File: src/rtl/plc_pkg.sv
// Shared types for the pipelined E/F logic comparator.
// Mode encoding matches the legacy fixed comparator for mode 0.
package plc_pkg;

    localparam int MODE_W = 2;

    typedef enum logic [MODE_W-1:0] {
        MODE_LEGACY = 2'd0,
        MODE_AND    = 2'd1,
        MODE_XOR    = 2'd2,
        MODE_ORD    = 2'd3
    } mode_t;

endpackage

File: src/rtl/plc_sat_counter.sv
// Saturating up-counter with synchronous clear and asynchronous reset.
// Clear wins over a same-cycle increment.
module plc_sat_counter #(
    parameter int CNT_W = 16
) (
    input  logic             clk,
    input  logic             rst,
    input  logic             inc,
    input  logic             clr,
    output logic [CNT_W-1:0] count
);

    always_ff @(posedge clk or posedge rst) begin
        if (rst) begin
            count <= '0;
        end else if (clr) begin
            count <= '0;
        end else if (inc && (count != {CNT_W{1'b1}})) begin
            count <= count + CNT_W'(1);
        end
    end

endmodule

File: src/rtl/pipelined_logic_cmp_unit.sv
// Four-stage E/F logic comparator with global-stall valid/ready flow control
// and saturating match/transaction counters.
module pipelined_logic_cmp_unit
    import plc_pkg::*;
#(
    parameter int W     = 8,
    parameter int CNT_W = 16
) (
    input  logic              clk,
    input  logic              rst,
    input  logic              in_valid,
    output logic              in_ready,
    input  logic [4*W-1:0]    in_data,
    input  logic [MODE_W-1:0] in_mode,
    input  logic              clr_count,
    output logic              out_valid,
    input  logic              out_ready,
    output logic [W-1:0]      out_e,
    output logic [W-1:0]      out_f,
    output logic              out_match,
    output logic [W-1:0]      out_diff,
    output logic [CNT_W-1:0]  match_count,
    output logic [CNT_W-1:0]  txn_count
);

    typedef struct packed {
        logic           valid;
        mode_t          mode;
        logic [W-1:0]   a;
        logic [W-1:0]   b;
        logic [W-1:0]   c;
        logic [W-1:0]   d;
    } s1_t;

    typedef struct packed {
        logic           valid;
        mode_t          mode;
        logic [W-1:0]   a;
        logic [W-1:0]   bc_and;
        logic [W-1:0]   ad_or;
        logic [W-1:0]   ab_and;
        logic [W-1:0]   cd_and;
        logic [W-1:0]   ab_xor;
        logic [W-1:0]   cd_xor;
        logic [W-1:0]   bc_xnor;
    } s2_t;

    typedef struct packed {
        logic           valid;
        mode_t          mode;
        logic [W-1:0]   e;
        logic [W-1:0]   f;
    } s3_t;

    typedef struct packed {
        logic           valid;
        mode_t          mode;
        logic [W-1:0]   e;
        logic [W-1:0]   f;
        logic           match;
        logic [W-1:0]   diff;
    } s4_t;

    s1_t  s1_q, s1_d;
    s2_t  s2_q, s2_d;
    s3_t  s3_q, s3_d;
    s4_t  s4_q, s4_d;
    logic en;
    logic xfer;

    assign en       = !s4_q.valid || out_ready;
    assign in_ready = en;
    assign xfer     = s4_q.valid && out_ready;

    always_comb begin
        s1_d       = '0;
        s1_d.valid = in_valid;
        s1_d.mode  = mode_t'(in_mode);
        s1_d.a     = in_data[W-1:0];
        s1_d.b     = in_data[2*W-1:W];
        s1_d.c     = in_data[3*W-1:2*W];
        s1_d.d     = in_data[4*W-1:3*W];

        // All candidate terms are formed here so S3 only has to select and combine.
        s2_d         = '0;
        s2_d.valid   = s1_q.valid;
        s2_d.mode    = s1_q.mode;
        s2_d.a       = s1_q.a;
        s2_d.bc_and  = s1_q.b & s1_q.c;
        s2_d.ad_or   = s1_q.a | s1_q.d;
        s2_d.ab_and  = s1_q.a & s1_q.b;
        s2_d.cd_and  = s1_q.c & s1_q.d;
        s2_d.ab_xor  = s1_q.a ^ s1_q.b;
        s2_d.cd_xor  = s1_q.c ^ s1_q.d;
        s2_d.bc_xnor = ~(s1_q.b ^ s1_q.c);

        s3_d       = '0;
        s3_d.valid = s2_q.valid;
        s3_d.mode  = s2_q.mode;
        case (s2_q.mode)
            MODE_LEGACY: begin
                s3_d.e = s2_q.a | s2_q.bc_and;
                s3_d.f = s2_q.bc_and ^ s2_q.ad_or;
            end
            MODE_AND: begin
                s3_d.e = s2_q.ab_and;
                s3_d.f = s2_q.cd_and;
            end
            MODE_XOR: begin
                s3_d.e = s2_q.ab_xor;
                s3_d.f = s2_q.cd_xor;
            end
            MODE_ORD: begin
                s3_d.e = s2_q.ad_or;
                s3_d.f = s2_q.bc_xnor;
            end
            default: ;
        endcase

        s4_d       = '0;
        s4_d.valid = s3_q.valid;
        s4_d.mode  = s3_q.mode;
        s4_d.e     = s3_q.e;
        s4_d.f     = s3_q.f;
        s4_d.match = (s3_q.e == s3_q.f);
        s4_d.diff  = s3_q.e ^ s3_q.f;
    end

    always_ff @(posedge clk or posedge rst) begin
        if (rst) begin
            s1_q <= '0;
            s2_q <= '0;
            s3_q <= '0;
            s4_q <= '0;
        end else if (en) begin
            s1_q <= s1_d;
            s2_q <= s2_d;
            s3_q <= s3_d;
            s4_q <= s4_d;
        end
    end

    assign out_valid = s4_q.valid;
    assign out_e     = s4_q.e;
    assign out_f     = s4_q.f;
    assign out_match = s4_q.match;
    assign out_diff  = s4_q.diff;

    // Output-stage mode is carried only for debug visibility.
    logic unused_mode;
    assign unused_mode = ^s4_q.mode;

    plc_sat_counter #(.CNT_W(CNT_W)) u_match_cnt (
        .clk   (clk),
        .rst   (rst),
        .inc   (xfer && s4_q.match),
        .clr   (clr_count),
        .count (match_count)
    );

    plc_sat_counter #(.CNT_W(CNT_W)) u_txn_cnt (
        .clk   (clk),
        .rst   (rst),
        .inc   (xfer),
        .clr   (clr_count),
        .count (txn_count)
    );

endmodule
File: config.mk
export PLATFORM = sky130hd
export DESIGN_NAME = pipelined_logic_cmp_unit
export DESIGN_NICKNAME = d
export VERILOG_FILES = /design/src/rtl/plc_pkg.sv /design/src/rtl/plc_sat_counter.sv /design/src/rtl/pipelined_logic_cmp_unit.sv
export SDC_FILE = /design/constraint.sdc
export NUM_CORES = 1
export LEC_CHECK = 0
export ABC_CLOCK_PERIOD_IN_PS = 7600
export CAP_MARGIN = 40
export CORE_AREA = 10 10 164 166
export DETAILED_ROUTE_END_ITERATION = 16
export DIE_AREA = 0 0 174 176
export GPL_ROUTABILITY_DRIVEN = 0
export SETUP_SLACK_MARGIN = 0.4
export SYNTH_ARGS = -nofsm -noshare
export SYNTH_HDL_FRONTEND = slang
export SYNTH_HIERARCHICAL = 1
export SYNTH_SLANG_ARGS = --single-unit
File: constraint.sdc
create_clock -name clk -period 7.6 [get_ports clk]
set_clock_uncertainty 0.15 [all_clocks]
set_input_delay 2.28 -clock clk [delete_from_list [all_inputs] [get_ports clk]]
set_output_delay 2.28 -clock clk [all_outputs]
set_load 0.05 [all_outputs]
## After elaboration in Yosys (flattened, before gate mapping)

Cells that the tools add are included.

- Bitwise gates (word level): 11
- Multiplexer cells: 5
- Reductions and logical operators: 9
- Add/subtract/negate cells: 2
- Equality and inequality tests: 6

Operators by type and width:

| kind | count |
|---|---|
| $mux 16 | 4 |
| $pmux 16 s4 | 1 |
| $xor 8x8->8 | 5 |
| $add 16x1->16 const B | 2 |
| $ne 16x16->1 const B | 2 |
| $and 8x8->8 | 3 |
| $or 8x8->8 | 2 |
| $eq 8x8->1 | 1 |
| $not 8->8 | 1 |
| $eq 2x2->1 const B | 2 |
| $logic_and 1x1->1 | 4 |
| $reduce_bool 2->1 | 2 |
| $eq 2x1->1 const B | 1 |
| $logic_not 2->1 | 1 |
| $logic_not 1->1 | 1 |
| $logic_or 1x1->1 | 1 |

- Output and inout port bits: 59
- Input port bits: 39
- Flip-flop bits (word level): 177
- Logic and storage cells: 59

## Depth between registers and ports, before layout

- Depth in word-level cells: 5
- Depth in mapped cells: 7

## Hierarchy

Netlist, hierarchy kept.

Modules (own cells, without submodules):

| module | area each (um^2) | seq. area each (um^2) | cells an instance | instances |
|---|---|---|---|---|
| pipelined_logic_cmp_unit | 6244.7 | 3628.5 | 648 | 1 |
| plc_sat_counter | 932.1 | 400.4 | 101 | 2 |

## Worst setup path after synthesis

Ideal clock, no wire load.

- Path kind: input -> output
- Start point: input port out_ready
- End point: output port in_ready
- Arrival time: 3.024 ns
- Path buffers: 3
- Path slack: 2.146 ns
- Stages on the path: 5
- Path through: nor2b_1 -> buf_2 -> inv_4 -> buf_4 -> buf_2

- Longest elaborated chain between the ends: 1

Ends and longest elaborated chain:

| what | RTL line | source |
|---|---|---|
| start, declared | pipelined_logic_cmp_unit.sv:17 | `input logic out_ready,` |
| $logic_or 1x1->1 | pipelined_logic_cmp_unit.sv:71 | `assign en = !s4_q.valid \|\| out_ready;` |
| end, declared | pipelined_logic_cmp_unit.sv:12 | `output logic in_ready,` |

Every way passes these cells.

## Worst setup path after layout

Ends and elaborated chain as after synthesis.

==> metrics.cfg <==
[hold_path]
hold_path.class=reg2reg
worstHoldPathCells=2

[sta]
final_hold_viol_count=0
max_clock_freq_mhz=178
slew_headroom_pct=45.9
fin_crit_sh_pct=73.9
report.final.slew_viol_count=0
grt_setup_unrepaired=false
tns_ns=0
worst_pin_slew_ns=0.812
setup_violations=0
period_needed_ns=5.61

[routing]
drtIter0Drc=539
dr.pass1.iters=4
vias_per_cell=4.80
routed_wl_um=19100
drc=0
wl_per_cell_um=15.1
ant_nets=0
vias=6063

[final_layout]
seq_area_sq_um=4430
layout.nets=994
antenna_cells=0
final_layout_size_suffix_gt1_share_pct=7.02
stdcell_area_sq_um=9930
final_common_cell=nand2_1
most-common-layout-cells=nand2_1, dfrtp_1, clkdlybuf4s50_1
multiInputGateArea_sq_um=3420
syn_to_final_growth_pct=22.5
nFillCells=2397

[pwr]
ir_drop_uv=182
leakagePower_nw=4.53
cellPowerDensity_nw_per_um2=378

[cts]
clock_sink_count=177
cts_made_buffers=17
path_clk_slew_ns=0.06
cts_tree=built
cts_max_path_buffers=2
cts_root_buf=clkbuf_16
clock_latency_ns=0.43
cts_setup_buffers=0
htree_levels=4
cts.repair.resized=0
hold_buffers=0

[place]
place_area_sq_um=9350
dp_hpwl_um=12800
port_buffers=97

[setup_path]
path_buf_inv=3
endpoint=in_ready
cp-end-kind=output pin
crit_path_start=out_ready
rr_endpoint=s3_q[3]
max_stage_delay_ns=0.51
start_kind=primary input
arrival_ns=3.18
ff2ff_path_depth=5
crit_chain=clkdlybuf4s50_1 > nor2b_4 > inv_4 > buf_12
cp_slowest_cell=clkdlybuf4s50_1
path_class=in2out
crit_family=buffers and inverters
ff2ff_setup_slack_ns=4.93
required_ns=5.17
crit_cells=4
critPathMaxFanout=3
r2r-start=out_valid

[die]
die_h_um=176
rows=57
die_width_um=174
coreArea_sq_um=23800
initial_core_util_pct=34.0
io_pins=98
die_area_sq_um=30600

[synthesis]
yosys_register_bits=177
async_flop_share_pct=100
yosysWarnings=6
ys_seq_area_share_pct=54.6
yosys.cell_types.count=43
synth-edff-count=0
syn_area_per_cell_sq_um=9.54
ys.flop_type=dfrtp_1
synth_fp_nets=915
synthCells=850
netlist_area_sq_um=8110

[grt]
grt_pass1_vias=5888
grt_remaining_overflow=0
grt_usage_pct=12.6
grt_pass1_wl_um=31500
grt_start_max_net_pins=84
antenna_found_initial=0

[run_status]
status=finished clean

[run]
drv_cap=0

-- per-layer routing --
layer | wire length (um) | up-vias | GRT usage (%) | share of wire (%)
met5 | 0 | - | 0 | 0
met2 | 8600 | 124 | 19.3 | 45
met3 | 953 | 16 | 3.63 | 5.0
met1 | 9420 | 2885 | 17.2 | 49
li1 | - | 3038 | - | -
met4 | 155 | 0 | 3.10 | 0.81
-- worst reg2reg max path, stage by stage (launching register included) --
cell	delay (ns)
dfrtp_1	0.43
nor2b_4	0.17
inv_4	0.07
buf_4	0.63
buf_4	0.74
mux2_4	0.37
-- cells by family after synthesis --
family / after synthesis / synth area share [%]
simple gates: 458 / 24.5
flops: 177 / 54.6
compound gates: 99 / 7.41
buf+inv: 52 / 3.27
fa+ha+maj: 26 / 4.01
mux: 22 / 4.51
xor+xnor: 16 / 1.73
-- synth_stat cells (4+ instances only) --
master    instances  area (sq um)
mux4_2            8           180
buf_4             4          30.0
o21ai_0          18          90.1
buf_2            26           130
nor4_1            6          37.5
dfrtp_1         177          4430
inv_1             7          26.3
or4_1            12          90.1
nand2_1         347          1300
o32ai_1           8          70.1
nand3_1          14          70.1
a21oi_1          40           200
nand4_1          10          62.6
ha_1             26           325
nor2b_1           7          43.8
o31ai_1          19           143
o41ai_1           4          35.0
o22ai_1           8          50.1
nor3_1            8          40.0
nor2_1           22          82.6
mux2_2            4          45.0
mux2_4            8           120
xor2_1            8          70.1
nand2b_1          6          37.5
clkbuf_1          8          30.0
or3_1            12          75.1
xnor2_1           8          70.1
-- final cells by class --
type	count	share of cell area (%)
Sequential cell	177	44.6
Multi-Input combinational cell	621	34.5
Clock buffer	21	4.54
Tap cell	324	4.08
Clock inverter	9	1.35
Timing Repair Buffer	104	10.6
Inverter	8	0.378
-- per-stage QoR --
stage               hold slack (ns)  util, %  worst slack [ns]  total power, W  instances
finish                        0.313     41.7              1.99         0.00375       1264
global route                  0.336     41.7              1.96         0.00402       1264
CTS                           0.321     41.7              1.98         0.00381       1264
detailed placement            0.305     39.2              1.98         0.00291       1234
global placement              0.297     39.1              1.98         0.00287       1233
floorplan                     0.280        -              1.28         0.00248        850
-- worst min-delay path by stage --
stage | slack, ns | end | startpoint
2_1_floorplan | 0.28 | s3_q[18] | s3_q[18]
4_1_cts | 0.32 | out_e[6] | out_e[6]
3_5_place_dp | 0.30 | s3_q[18] | s3_q[18]
3_3_place_gp | 0.30 | s2_q[27] | s2_q[27]
5_1_grt | 0.34 | out_f[2] | out_f[2]
6_report | 0.31 | out_e[6] | out_e[6]
-- registers in the layout, summed over array words and instances (netlist names) --
register,cells
out_diff,8
out_e,8
out_f,8
out_match,1
out_valid,1
s1_q,35
s2_q,67
s3_q,17
u_match_cnt/count,16
u_txn_cnt/count,16
-- power breakdown --
group          internal (W)  leakage, nW  switching [W]
combinational      0.000538         2.05       0.000768
sequential          0.00128         2.20       0.000286
clock              0.000524        0.283       0.000363
total               0.00234         4.53        0.00142
(Power assumes the default switching activity.)
